--- src/rtl/storage_write_arbiter_if.sv ---
// Bundle between the writer handlers, the write arbiter and the storage
// manager write port. The arbiter takes the slave view.
interface storage_write_arbiter_if #(
    parameter int NUM_REQ    = 3,
    parameter int DATA_WIDTH = 32
);
    logic [NUM_REQ-1:0]            req_write_request;
    logic [NUM_REQ*3-1:0]          req_matrix_id;
    logic [NUM_REQ*8-1:0]          req_actual_rows;
    logic [NUM_REQ*8-1:0]          req_actual_cols;
    logic [NUM_REQ*64-1:0]         req_matrix_name;
    logic [NUM_REQ*DATA_WIDTH-1:0] req_data_in;
    logic [NUM_REQ-1:0]            req_data_valid;
    logic [NUM_REQ-1:0]            req_write_ready;
    logic [NUM_REQ-1:0]            req_writer_ready;
    logic [NUM_REQ-1:0]            req_write_done;

    logic                          write_request;
    logic [2:0]                    matrix_id;
    logic [7:0]                    actual_rows;
    logic [7:0]                    actual_cols;
    logic [63:0]                   matrix_name;
    logic [DATA_WIDTH-1:0]         data_in;
    logic                          data_valid;
    logic                          write_ready;
    logic                          writer_ready;
    logic                          write_done;

    logic [NUM_REQ-1:0]            grant;
    logic                          busy;
    logic                          timeout_err;

    modport slave (
        input  req_write_request, req_matrix_id, req_actual_rows,
        input  req_actual_cols, req_matrix_name, req_data_in,
        input  req_data_valid,
        output req_write_ready, req_writer_ready, req_write_done,
        output write_request, matrix_id, actual_rows, actual_cols,
        output matrix_name, data_in, data_valid,
        input  write_ready, writer_ready, write_done,
        output grant, busy, timeout_err
    );

    modport master (
        output req_write_request, req_matrix_id, req_actual_rows,
        output req_actual_cols, req_matrix_name, req_data_in,
        output req_data_valid,
        input  req_write_ready, req_writer_ready, req_write_done,
        input  write_request, matrix_id, actual_rows, actual_cols,
        input  matrix_name, data_in, data_valid,
        output write_ready, writer_ready, write_done,
        input  grant, busy, timeout_err
    );
endinterface

--- src/rtl/storage_write_arbiter.sv ---
// Round-robin owner of the storage-manager write port. A grant is held
// for a whole matrix transfer and is dropped on done, abort or stall.
module storage_write_arbiter #(
    parameter int NUM_REQ     = 3,
    parameter int DATA_WIDTH  = 32,
    parameter int TIMEOUT_CYC = 65535
) (
    input  logic                    clk,
    input  logic                    rst_n,
    storage_write_arbiter_if.slave  bus
);
    localparam int IW = (NUM_REQ > 1) ? $clog2(NUM_REQ) : 1;
    localparam int CW = (TIMEOUT_CYC > 1) ? $clog2(TIMEOUT_CYC) : 1;
    localparam logic [CW-1:0] TO_LAST =
        (TIMEOUT_CYC > 0) ? CW'(TIMEOUT_CYC - 1) : '0;
    localparam logic [IW-1:0] LAST_IDX = IW'(NUM_REQ - 1);
    localparam logic [NUM_REQ-1:0] ONE = {{(NUM_REQ-1){1'b0}}, 1'b1};

    typedef enum logic [1:0] {
        IDLE,
        ACTIVE,
        RELEASE
    } state_t;

    state_t             state;
    logic [NUM_REQ-1:0] grant_q;
    logic [IW-1:0]      owner;
    logic [IW-1:0]      rr_ptr;
    logic [CW-1:0]      idle_cnt;
    logic               seen_ready;
    logic               timeout_q;

    logic [IW-1:0]      pick_idx;
    logic               pick_vld;
    logic               own_req;
    logic               own_valid;

    // Round-robin scan starting at rr_ptr, first asserted request wins
    always_comb begin
        pick_idx = '0;
        pick_vld = 1'b0;
        for (int k = 0; k < NUM_REQ; k++) begin
            if (!pick_vld &&
                bus.req_write_request[(int'(rr_ptr) + k) % NUM_REQ]) begin
                pick_vld = 1'b1;
                pick_idx = IW'((int'(rr_ptr) + k) % NUM_REQ);
            end
        end
    end

    assign own_req   = |(grant_q & bus.req_write_request);
    assign own_valid = |(grant_q & bus.req_data_valid);

    // Ownership FSM: grant, round-robin pointer and inactivity watchdog
    always_ff @(posedge clk or negedge rst_n) begin
        if (!rst_n) begin
            state      <= IDLE;
            grant_q    <= '0;
            owner      <= '0;
            rr_ptr     <= '0;
            idle_cnt   <= '0;
            seen_ready <= 1'b0;
            timeout_q  <= 1'b0;
        end else begin
            timeout_q <= 1'b0;
            unique case (state)
                IDLE: begin
                    idle_cnt   <= '0;
                    seen_ready <= 1'b0;
                    if (pick_vld) begin
                        state   <= ACTIVE;
                        owner   <= pick_idx;
                        grant_q <= ONE << pick_idx;
                    end
                end
                ACTIVE: begin
                    if (bus.write_ready) begin
                        seen_ready <= 1'b1;
                    end
                    if (bus.write_done) begin
                        state   <= RELEASE;
                        grant_q <= '0;
                    end else if (!own_req && !seen_ready &&
                                 !bus.write_ready) begin
                        state   <= RELEASE;
                        grant_q <= '0;
                    end else if (own_valid || bus.write_ready) begin
                        idle_cnt <= '0;
                    end else if (TIMEOUT_CYC != 0) begin
                        if (idle_cnt == TO_LAST) begin
                            state     <= RELEASE;
                            grant_q   <= '0;
                            timeout_q <= 1'b1;
                        end else begin
                            idle_cnt <= idle_cnt + CW'(1);
                        end
                    end
                end
                RELEASE: begin
                    state  <= IDLE;
                    rr_ptr <= (owner == LAST_IDX) ? '0 : owner + IW'(1);
                end
                default: begin
                    state   <= IDLE;
                    grant_q <= '0;
                end
            endcase
        end
    end

    // Storage-side mux; grant is zero outside ACTIVE so all outputs idle at 0
    always_comb begin
        bus.write_request = 1'b0;
        bus.matrix_id     = '0;
        bus.actual_rows   = '0;
        bus.actual_cols   = '0;
        bus.matrix_name   = '0;
        bus.data_in       = '0;
        bus.data_valid    = 1'b0;
        for (int i = 0; i < NUM_REQ; i++) begin
            if (grant_q[i]) begin
                bus.write_request = bus.req_write_request[i];
                bus.matrix_id     = bus.req_matrix_id[3*i +: 3];
                bus.actual_rows   = bus.req_actual_rows[8*i +: 8];
                bus.actual_cols   = bus.req_actual_cols[8*i +: 8];
                bus.matrix_name   = bus.req_matrix_name[64*i +: 64];
                bus.data_in       = bus.req_data_in[DATA_WIDTH*i +: DATA_WIDTH];
                bus.data_valid    = bus.req_data_valid[i];
            end
        end
    end

    assign bus.req_write_ready  = grant_q & {NUM_REQ{bus.write_ready}};
    assign bus.req_writer_ready = grant_q & {NUM_REQ{bus.writer_ready}};
    assign bus.req_write_done   = grant_q & {NUM_REQ{bus.write_done}};
    assign bus.grant            = grant_q;
    assign bus.busy             = (state != IDLE);
    assign bus.timeout_err      = timeout_q;

endmodule

--- src/flat_wrapper.sv ---
// flat-port wrapper written by rule: the top's interface ports become plain ports
module storage_write_arbiter_flat 
#(
    parameter int NUM_REQ     = 3,
    parameter int DATA_WIDTH  = 32,
    parameter int TIMEOUT_CYC = 65535
)
  (clk, rst_n, bus_req_write_request, bus_req_matrix_id, bus_req_actual_rows, bus_req_actual_cols, bus_req_matrix_name, bus_req_data_in, bus_req_data_valid, bus_req_write_ready, bus_req_writer_ready, bus_req_write_done, bus_write_request, bus_matrix_id, bus_actual_rows, bus_actual_cols, bus_matrix_name, bus_data_in, bus_data_valid, bus_write_ready, bus_writer_ready, bus_write_done, bus_grant, bus_busy, bus_timeout_err);
  storage_write_arbiter_if #(.NUM_REQ(NUM_REQ), .DATA_WIDTH(DATA_WIDTH)) bus_i ();
  input  logic clk;
  input  logic rst_n;
  input wire logic [$bits(bus_i.req_write_request)-1:0] bus_req_write_request;
  input wire logic [$bits(bus_i.req_matrix_id)-1:0] bus_req_matrix_id;
  input wire logic [$bits(bus_i.req_actual_rows)-1:0] bus_req_actual_rows;
  input wire logic [$bits(bus_i.req_actual_cols)-1:0] bus_req_actual_cols;
  input wire logic [$bits(bus_i.req_matrix_name)-1:0] bus_req_matrix_name;
  input wire logic [$bits(bus_i.req_data_in)-1:0] bus_req_data_in;
  input wire logic [$bits(bus_i.req_data_valid)-1:0] bus_req_data_valid;
  output wire logic [$bits(bus_i.req_write_ready)-1:0] bus_req_write_ready;
  output wire logic [$bits(bus_i.req_writer_ready)-1:0] bus_req_writer_ready;
  output wire logic [$bits(bus_i.req_write_done)-1:0] bus_req_write_done;
  output wire logic [$bits(bus_i.write_request)-1:0] bus_write_request;
  output wire logic [$bits(bus_i.matrix_id)-1:0] bus_matrix_id;
  output wire logic [$bits(bus_i.actual_rows)-1:0] bus_actual_rows;
  output wire logic [$bits(bus_i.actual_cols)-1:0] bus_actual_cols;
  output wire logic [$bits(bus_i.matrix_name)-1:0] bus_matrix_name;
  output wire logic [$bits(bus_i.data_in)-1:0] bus_data_in;
  output wire logic [$bits(bus_i.data_valid)-1:0] bus_data_valid;
  input wire logic [$bits(bus_i.write_ready)-1:0] bus_write_ready;
  input wire logic [$bits(bus_i.writer_ready)-1:0] bus_writer_ready;
  input wire logic [$bits(bus_i.write_done)-1:0] bus_write_done;
  output wire logic [$bits(bus_i.grant)-1:0] bus_grant;
  output wire logic [$bits(bus_i.busy)-1:0] bus_busy;
  output wire logic [$bits(bus_i.timeout_err)-1:0] bus_timeout_err;
  assign bus_i.req_write_request = bus_req_write_request;
  assign bus_i.req_matrix_id = bus_req_matrix_id;
  assign bus_i.req_actual_rows = bus_req_actual_rows;
  assign bus_i.req_actual_cols = bus_req_actual_cols;
  assign bus_i.req_matrix_name = bus_req_matrix_name;
  assign bus_i.req_data_in = bus_req_data_in;
  assign bus_i.req_data_valid = bus_req_data_valid;
  assign bus_req_write_ready = bus_i.req_write_ready;
  assign bus_req_writer_ready = bus_i.req_writer_ready;
  assign bus_req_write_done = bus_i.req_write_done;
  assign bus_write_request = bus_i.write_request;
  assign bus_matrix_id = bus_i.matrix_id;
  assign bus_actual_rows = bus_i.actual_rows;
  assign bus_actual_cols = bus_i.actual_cols;
  assign bus_matrix_name = bus_i.matrix_name;
  assign bus_data_in = bus_i.data_in;
  assign bus_data_valid = bus_i.data_valid;
  assign bus_i.write_ready = bus_write_ready;
  assign bus_i.writer_ready = bus_writer_ready;
  assign bus_i.write_done = bus_write_done;
  assign bus_grant = bus_i.grant;
  assign bus_busy = bus_i.busy;
  assign bus_timeout_err = bus_i.timeout_err;
  storage_write_arbiter #(.NUM_REQ(NUM_REQ), .DATA_WIDTH(DATA_WIDTH), .TIMEOUT_CYC(TIMEOUT_CYC)) u_core (.clk(clk), .rst_n(rst_n), .bus(bus_i));
endmodule
--- config.mk ---
export PLATFORM = sky130hd
export DESIGN_NAME = storage_write_arbiter_flat
export DESIGN_NICKNAME = d
export VERILOG_FILES = /design/src/rtl/storage_write_arbiter_if.sv /design/src/rtl/storage_write_arbiter.sv /design/src/flat_wrapper.sv
export SDC_FILE = /design/constraint.sdc
export NUM_CORES = 1
export LEC_CHECK = 0
export CAP_MARGIN = 20
export CORE_AREA = 5 5 187 189
export CTS_BUF_LIST = sky130_fd_sc_hd__clkbuf_16
export CTS_CLUSTER_SIZE = 24
export DETAILED_ROUTE_END_ITERATION = 12
export DIE_AREA = 0 0 192 194
export MAX_ROUTING_LAYER = met4
export PLACE_DENSITY = 0.48
export REMOVE_ABC_BUFFERS = 1
export SKIP_LAST_GASP = 1
export SLEW_MARGIN = 0
export SYNTH_ARGS = -nofsm -noshare
export SYNTH_HDL_FRONTEND = slang
export SYNTH_SLANG_ARGS = --single-unit
--- constraint.sdc ---
create_clock -name clk -period 2.1 [get_ports clk]
set_input_delay 0.21 -clock clk [delete_from_list [all_inputs] [get_ports clk]]
set_output_delay 0.21 -clock clk [all_outputs]
set_load 0.02 [all_outputs]
# Word-level counts from Yosys, hierarchy flattened
# Index checks and enable logic that the tools add are counted.
[op_classes] n_shift=1 n_eq_ne=11 add_sub_neg=4 n_lt_le_gt_ge=3 div_mod_pow=3 n_reduce_logical=20 muxes=61 n_bitwise=6
[ops] op="2-to-1 mux 64 bit" n=3
[ops] op="less-than comparator 32 x 4 -> 1 bit (second input constant)" n=3
[ops] op="2-to-1 mux 32 bit" n=3
[ops] op="remainder unit 32 x 3 -> 32 bit (second input constant)" n=2
[ops] op="2-to-1 mux 16 bit" n=4
[ops] op="2-to-1 mux 8 bit" n=6
[ops] op="remainder unit 3 x 3 -> 32 bit (second input constant)" n=1
[ops] op="case mux 16 bit (2 select lines)" n=1
[ops] op="2-to-1 mux 3 bit" n=8
[ops] op="2-to-1 mux 1 bit" n=21
[ops] op="2-to-1 mux 2 bit" n=9
[ops] op="adder 16 x 1 -> 16 bit (second input constant)" n=1
[ops] op="== test 16 bit (second input constant)" n=1
[ops] op="bitwise AND 3 bit" n=5
[ops] op="case mux 3 bit (3 select lines)" n=1
[ops] op="AND reduction 4 bit" n=2
[ops] op="binary-select mux 1 bit (select 2 bit)" n=3
[ops] op="!= test 2 bit (second input constant)" n=3
[ops] op="OR reduction 3 bit" n=2
[ops] op="zero test 1 bit" n=5
[ops] op="== test 2 bit (second input constant)" n=2
[ops] op="logical AND 1 bit" n=4
[ops] op="!= test 4 x 2 -> 1 bit (second input constant)" n=1
[ops] op="!= test 4 x 3 -> 1 bit (second input constant)" n=1
[ops] op="other kinds (15)" n=17
[totals] in_bits=356 ff_bits=27

# Longest topological paths before layout
# Gate-level depths: netlist of the first run.
[logic_depth] ltp_word=14 ltp_mapped=8

# Worst setup path before layout of the first run
# Ideal clock, no wire load.
[synth_timing] path_kind="flip-flop to flip-flop" from="register u_core.rr_ptr[0]" to="register u_core.grant_q[0], in the netlist u_core.bus.grant[0]" path_stages_with_launch=9 period_less_slack_ns=2.271 arrival_ns=2.150 path_slack_ns=-0.171 setup_ns=0.121 n_path_buf=1 cell_sequence="dfrtp_1 -> inv_1 -> ha_1 -> clkbuf_1 -> mux2i_1 -> o22ai_1 -> o31ai_1 -> nor3_1 -> a22o_1"
[synth_between] elab_chain_len=14
[synth_lines] element="start: declaration" line="storage_write_arbiter.sv:28" rtl="logic [IW-1:0] rr_ptr;"
[synth_lines] element="start signal: assignment" line="storage_write_arbiter.sv:101" rtl="rr_ptr <= (owner == LAST_IDX) ? '0 : owner + IW'(1);"
[synth_lines] element="parallel branches: the longest is 14 deep, another holds remainder unit 32 x 3 -> 32 bit"
[synth_lines] element="end signal: assignment" line="storage_write_arbiter.sv:73" rtl="grant_q <= ONE << pick_idx;"
[synth_lines] element="end: declaration" line="storage_write_arbiter.sv:26" rtl="logic [NUM_REQ-1:0] grant_q;"
# Several ways; the timed one is not identified. The select of a mux whose other input is x is not followed.
# A chain may end at the register's enable or synchronous reset.

# Worst setup path after layout of the first run
[layout_timing] from="register u_core.grant_q[1], in the netlist u_core.bus.grant[1]" to="output port bus_matrix_name[3]"
[layout_between] elab_chain_len=2
[layout_lines] element="2-to-1 mux 64 bit (2 in series)" line="storage_write_arbiter.sv:121" rtl="if (grant_q[i]) begin"
[layout_lines] element="end: declaration" line="flat_wrapper.sv:26" rtl="output wire logic [$bits(bus_i.matrix_name)-1:0] bus_matrix_name;"
# No other way between the ends.

==> impl_metrics.toml, run 1 <==
[floorplan]
coreArea_mm2 = 0.03311
rows = 67
dieArea_mm2 = 0.03725
chipWidth_um = 192
ios = 487
initial_utilization_pct = 11.62
die_h_um = 194

[power_and_ir_drop]
p_leak_nw = 3.921
total_power_mw = 10.30
ir_drop_uv = 456.1
power_density_mw_per_mm2 = 1029

[critical_path]
worstPathMaxFanout = 17
reg2reg_from = "u_core.bus.grant[1]"
crit_chain = "nor2b_4 -> buf_12 -> buf_4 -> a22oi_1 -> o21ai_0 -> dlygate4sd2_1"
critPathLaunchType = "flop"
cp_slowest_cell = "dfrtp_4"
rr_endpoint = "u_core.idle_cnt[14]"
worstSetupStartpoint = "u_core.bus.grant[1]"
arrival_ns = 1.90
slowest_delay_ns = 0.50
r2r_cells = 8
required_ns = 1.89
crit_path_end_kind = "output port"
rrSetupSlack_ns = 0.02
crit_end = "bus_matrix_name[3]"
path_class = "flop to output port"

[yosys]
netlist_area_mm2 = 0.003846
seq_area_frac_synth_pct = 17.57
yosysUniqueCellTypes = 47
synthFlopType = "dfrtp_1"
syn_area_per_cell_um2 = 6.347
async_reset_ff_share_pct = 100.0
ys_warn_count = 0
yosys_register_bits = 27
synth_edf_count = 0
netlist_instances = 606

[global_route]
first_global_vias = 6706
grt_max_degree = 37
antenna_found_initial = 5
grt.overflow.total = 0
track_usage_pct = 14.68
grt_pass1_wl_um = 41680

[clock_network]
clk_pin_slew_ns = 0.06
cts_tree = "built"
cts.sink_count = 27
insertion_delay_ns = 0.27
cts_buffer_depth = 2
root_buffer = "clkbuf_16"
cts.htree.levels = 1
cts_inserted_buffers = 3

[timing]
rsz0062_at_grt = "true"
skew_ns = 0.007927
layout_setup_ws_ns = -0.01425
slew_violations = 0
slew_headroom_pct = 61.50
fin_crit_sh_pct = 100.7
final-setup-viol-count = 2
tightestPinTransition_ns = 0.5685
max_freq_mhz = 473.0
tns_ns = -0.01578
hold_viol_final = 0
period_needed_ns = 2.114

[route]
drtPass1Iterations = 5
routed_wl_um = 30510
routedWlPerCell_um = 19.19
ant_nets = 0
route.detailed.drc = 0
viasPerCell = 4.226
vias = 6720
drtIter0Drc = 286

[final_layout]
syn_to_final_growth_pct = 160.2
fin_cells = 1590
fill_cells = 3605
design_area_mm2 = 0.01001
final_net_count = 1499
drive_gt1_share_pct = 21.11
multi_input_area_mm2 = 0.003012
seqCellArea_um2 = 683.2

[run_status]
status = "complete, but fails checks"
violations = "negative setup slack"

[place]
place_inst = 1565
place_area_mm2 = 0.009849
hpwl_um = 24550
place.gp.congestion = 0.8616
portBuffers = 486
pre_cts_slack_ns = -0.2349

[min_path]
hp-class = "input pin to asynchronous set/reset pin"

[run]
drv_cap = 0
==> worst min path at each step <==
stage          depth (start not counted)            start  slack [ns]                     end
6_report                               2            rst_n        0.32  u_core.bus.timeout_err
5_1_grt                                2            rst_n        0.36      u_core.idle_cnt[5]
4_1_cts                                2            rst_n        0.34      u_core.idle_cnt[0]
3_5_place_dp                           1  u_core.owner[0]        0.45        u_core.rr_ptr[0]
3_3_place_gp                           1  u_core.owner[0]        0.45        u_core.rr_ptr[0]
2_1_floorplan                          0            rst_n       -0.09     u_core.bus.grant[0]
==> registers in the layout (all words and copies together), names as in the netlist <==
name                    flops
u_core.owner                2
u_core.seen_ready           1
u_core.bus.grant            3
u_core.rr_ptr               2
u_core.state                2
u_core.bus.timeout_err      1
u_core.idle_cnt            16
==> cell usage after synthesis, drive strengths merged, types with 3 or more instances <==
cell type	instances	area share, %
o21ai	126	16
a21o	3	0.59
nand4	3	0.49
a21oi	12	1.6
o31ai	3	0.59
nand2	141	14
dfrtp	27	18
buf	6	1.1
clkbuf	55	5.4
nand3	7	0.91
nor3	6	0.78
or3	3	0.49
nand2b	4	0.65
a22oi	115	22
a31oi	13	2.1
ha	5	1.6
a41oi	5	1.1
nor2	12	1.2
mux2i	3	0.78
mux2	3	0.88
inv	13	1.3
and2	11	1.8
a211oi	5	1.3
==> kinds of logic after synthesis <==
logic type | synth area share, %
buffers and inverters | 7.710
and+or+nand+nor | 22.25
muxes | 1.659
adders and majority gates | 1.627
AOI/OAI and AO/OA | 49.19
DFF | 17.57
==> layout by cell type (no fill, tap or decap), types with 4 or more instances in the layout <==
| master | synthesis | routed |
|---|---|---|
| inv_1 | 13 | 13 |
| buf_2 | 3 | 28 |
| dlygate4sd2_1 | 0 | 15 |
| clkdlybuf4s50_1 | 0 | 366 |
| and2_1 | 11 | 11 |
| dfrtp_1 | 27 | 25 |
| clkdlybuf4s15_2 | 0 | 7 |
| clkbuf_16 | 0 | 7 |
| diode_2 | 0 | 5 |
| a22oi_2 | 0 | 4 |
| nand2b_1 | 4 | 4 |
| buf_4 | 0 | 109 |
| nand3_1 | 7 | 7 |
| o21ai_0 | 124 | 68 |
| nor2_1 | 12 | 12 |
| o21ai_1 | 2 | 56 |
| a31oi_1 | 13 | 13 |
| a21oi_1 | 12 | 9 |
| nand2_1 | 141 | 141 |
| clkbuf_2 | 0 | 24 |
| nor3_1 | 6 | 4 |
| buf_12 | 0 | 13 |
| a22oi_1 | 115 | 111 |
| a41oi_2 | 0 | 5 |
| buf_6 | 2 | 14 |
==> power breakdown <==
part | internal, mW | switching (mW) | total (mW)
sequential | 0.628 | 0.0849 | 0.712
combinational | 4.13 | 5.02 | 9.14
clock | 0.257 | 0.186 | 0.444
total | 5.01 | 5.29 | 10.3
==> worst max-delay path: cells and delay by family, from the launching register on <==
family | cells | cell delay, ns
AOI/OAI and AO/OA | 2 | 0.20
and+or+nand+nor | 1 | 0.22
buffers and inverters | 3 | 0.70
DFF | 1 | 0.50
==> metrics by stage <==
step	util, %	hold WS, ns
2_1_floorplan	-	-0.08559
3_3_place_gp	29.74	0.4495
3_5_place_dp	29.74	0.4451
4_1_cts	29.50	0.3367
5_1_grt	30.22	0.3584
6_report	30.22	0.3237
==> final cells by class <==
type	instances	area share, %
antenna	5	0.1250
clock buffer	3	0.7502
clock inverter	1	0.05001
inverter	13	0.4876
multi-input combinational	505	30.10
sequential	27	6.827
tap	448	5.601
timing repair buffer	588	56.06
==> per-layer routing <==
layer | part of all wire [%] | vias up | GRT usage (%)
met5 | 0 | - | -
met4 | 1.4 | 0 | 2.721
met3 | 6.9 | 21 | 2.467
met2 | 51 | 262 | 25.75
met1 | 41 | 3109 | 17.79
li1 | - | 3328 | -
==> what timing repair did <==
action	4_1_cts	5_1_grt
hold buffers	0	0
setup endpoints to repair	125	121
resized for setup	421	195
cloned	3	4
setup buffers	2	8
pin swaps	2	16
Note: power is estimated with default switching activity, not from simulation.
==> run 2: changes to the inputs <==
--- a/config.mk
+++ b/config.mk
@@ -6,11 +6,10 @@
 export NUM_CORES = 1
 export LEC_CHECK = 0
 export CAP_MARGIN = 20
-export CORE_AREA = 5 5 187 189
+export CORE_AREA = 4 4 186 188
 export CTS_BUF_LIST = sky130_fd_sc_hd__clkbuf_16
-export CTS_CLUSTER_SIZE = 24
 export DETAILED_ROUTE_END_ITERATION = 12
-export DIE_AREA = 0 0 192 194
+export DIE_AREA = 0 0 190 192
 export MAX_ROUTING_LAYER = met4
 export PLACE_DENSITY = 0.48
 export REMOVE_ABC_BUFFERS = 1
==> run 2 against run 1 <==
Compared with the run above: the flow still finishes with violations (negative setup slack); non-clock buffer count down 11; hold slack better by 0.0030 ns; wire length down 3.8%; worst setup slack worse by 0.035 ns; critical path depth unchanged; sequential share of layout area up 0.098 points; flip-flop and latch count unchanged; final cell count down 1.0%; clock power down 1%; die area down 2.1%; design area down 1.4%; largest power group unchanged.
==> impl_metrics.toml, run 2 (same netlist as run 1, synthesis figures left out) <==
[global_route]
grt_pass1_wl_um = 39730
grt_max_degree = 42
antenna_found_initial = 1
grt.overflow.total = 0
first_global_vias = 6386
track_usage_pct = 14.25

[critical_path]
path_class = "flop to output port"
required_ns = 1.89
crit_path_end_kind = "output port"
worstPathMaxFanout = 15
rrSetupSlack_ns = -0.03
critPathLaunchType = "flop"
arrival_ns = 1.94

[timing]
fin_crit_sh_pct = 102.3
skew_ns = 0.003753
slew_violations = 0
layout_setup_ws_ns = -0.04895
hold_viol_final = 0
max_freq_mhz = 465.3
tns_ns = -0.1798
final-setup-viol-count = 12
period_needed_ns = 2.149
slew_headroom_pct = 73.61
tightestPinTransition_ns = 0.3958
rsz0062_at_grt = "true"

[place]
portBuffers = 486
hpwl_um = 24170
place_inst = 1561
place.gp.congestion = 0.8597
pre_cts_slack_ns = -0.1218
place_area_mm2 = 0.009794

[clock_network]
cts_buffer_depth = 2
insertion_delay_ns = 0.26
cts.htree.levels = 1
cts_tree = "built"
hold_buffers = 0
root_buffer = "clkbuf_16"
clk_pin_slew_ns = 0.07
cts.sink_count = 27
cts_inserted_buffers = 3

[final_layout]
seqCellArea_um2 = 683.2
fill_cells = 3636
largest_register = "u_core.idle_cnt"
syn_to_final_growth_pct = 156.5
final_cell_mix = "clkdlybuf4s50_1, nand2_1, a22oi_1"
final_net_count = 1488
multi_input_area_mm2 = 0.002995
fin_cells = 1574
final_core_util_pct = 29.79
largest_reg_flops = 16
drive_gt1_share_pct = 19.80
design_area_mm2 = 0.009866
mostFrequentLayoutCell = "clkdlybuf4s50_1"
diodes = 0

[run_status]
violations = "negative setup slack"
status = "complete, but fails checks"

[min_path]
hp-class = "input pin to asynchronous set/reset pin"

[power_and_ir_drop]
power_density_mw_per_mm2 = 1000
switching_share_pct = 51.28
p_int_mw = 4.806
ir_drop_uv = 669.7
switchingPower_mw = 5.060
clockPowerShare_pct = 4.4
p_leak_nw = 3.778
pwr-share-comb_pct = 88.4
power_frac_seq_pct = 7.2

[floorplan]
chipWidth_um = 190
ios = 487
die_h_um = 192
rows = 67
coreArea_mm2 = 0.03311
dieArea_mm2 = 0.03648
initial_utilization_pct = 11.62

[run]
drv_cap = 0

[route]
ant_nets = 0
routed_wl_um = 29340
drtIter0Drc = 281
viasPerCell = 4.198
vias = 6608
drtPass1Iterations = 4
routedWlPerCell_um = 18.64
route.detailed.drc = 0
[run 2: cell count changes in the layout (fill, tap and decap cells not counted), sizes merged, moves of 2 or more]
cell and delta:
buf -37, clkbuf +5, clkdlybuf4s15 +18, clkdlybuf4s50 +2, diode -5
[run 2: path summary, 6_finish.rpt]
kind                                          start                  end  cells past startpoint
max in group asynchronous                     rst_n  u_core.bus.grant[2]                      2
worst min-delay path                          rst_n    u_core.seen_ready                      2
min in group clk                    u_core.owner[0]     u_core.rr_ptr[0]                      1
worst min register to register      u_core.owner[0]     u_core.rr_ptr[0]                      1
worst max register to register  u_core.bus.grant[1]  u_core.idle_cnt[11]                      8
worst max-delay path            u_core.bus.grant[1]  bus_matrix_name[18]                      6
[run 2: metrics by stage]
step	power, mW	hold WS [ns]
2_1_floorplan	4.675	-0.08559
3_3_place_gp	9.772	0.4425
3_5_place_dp	9.791	0.4502
4_1_cts	9.909	0.3502
5_1_grt	10.63	0.3686
6_report	9.866	0.3267
[run 2: metal layers]
metal  up-vias  routed length [um]  track usage, %
li1       3299                   -               -
met1      3059               11900           17.05
met2       239               15410           26.22
met3        11                1918           2.617
met4         0                 116          0.7791
met5         -                   0               -
[run 2: what timing repair did]
item                                    CTS  global route
cloned                                    2             1
endpoints found under the setup margin  118           121
gates resized for setup                 295           179
pin swaps                                 1             9
setup buffers                             0             6
[run 2: final cells by class]
| cell class | count | area share (%) |
|---|---|---|
| tap | 448 | 5.682 |
| sequential | 27 | 6.925 |
| timing repair buffer | 577 | 55.74 |
| clock inverter | 1 | 0.03805 |
| inverter | 13 | 0.4946 |
| clock buffer | 3 | 0.7609 |
| multi-input combinational | 505 | 30.36 |
[run 2: worst max-delay path, stage by stage (launching register included)]
cell and delay [ns]:
dfrtp_4 0.50, nor2b_4 0.22, buf_12 0.20, buf_4 0.18, a22oi_1 0.07, o21ai_0 0.20, clkdlybuf4s15_2 0.29
[run 2: power groups by stage]
stage	combinational (mW)	sequential, mW	clock, mW
floorplan	3.59	1.09	0
global placement	9.06	0.710	0
detailed placement	9.08	0.711	0
CTS	8.75	0.702	0.455
global route	9.43	0.723	0.479
finish	8.72	0.707	0.438
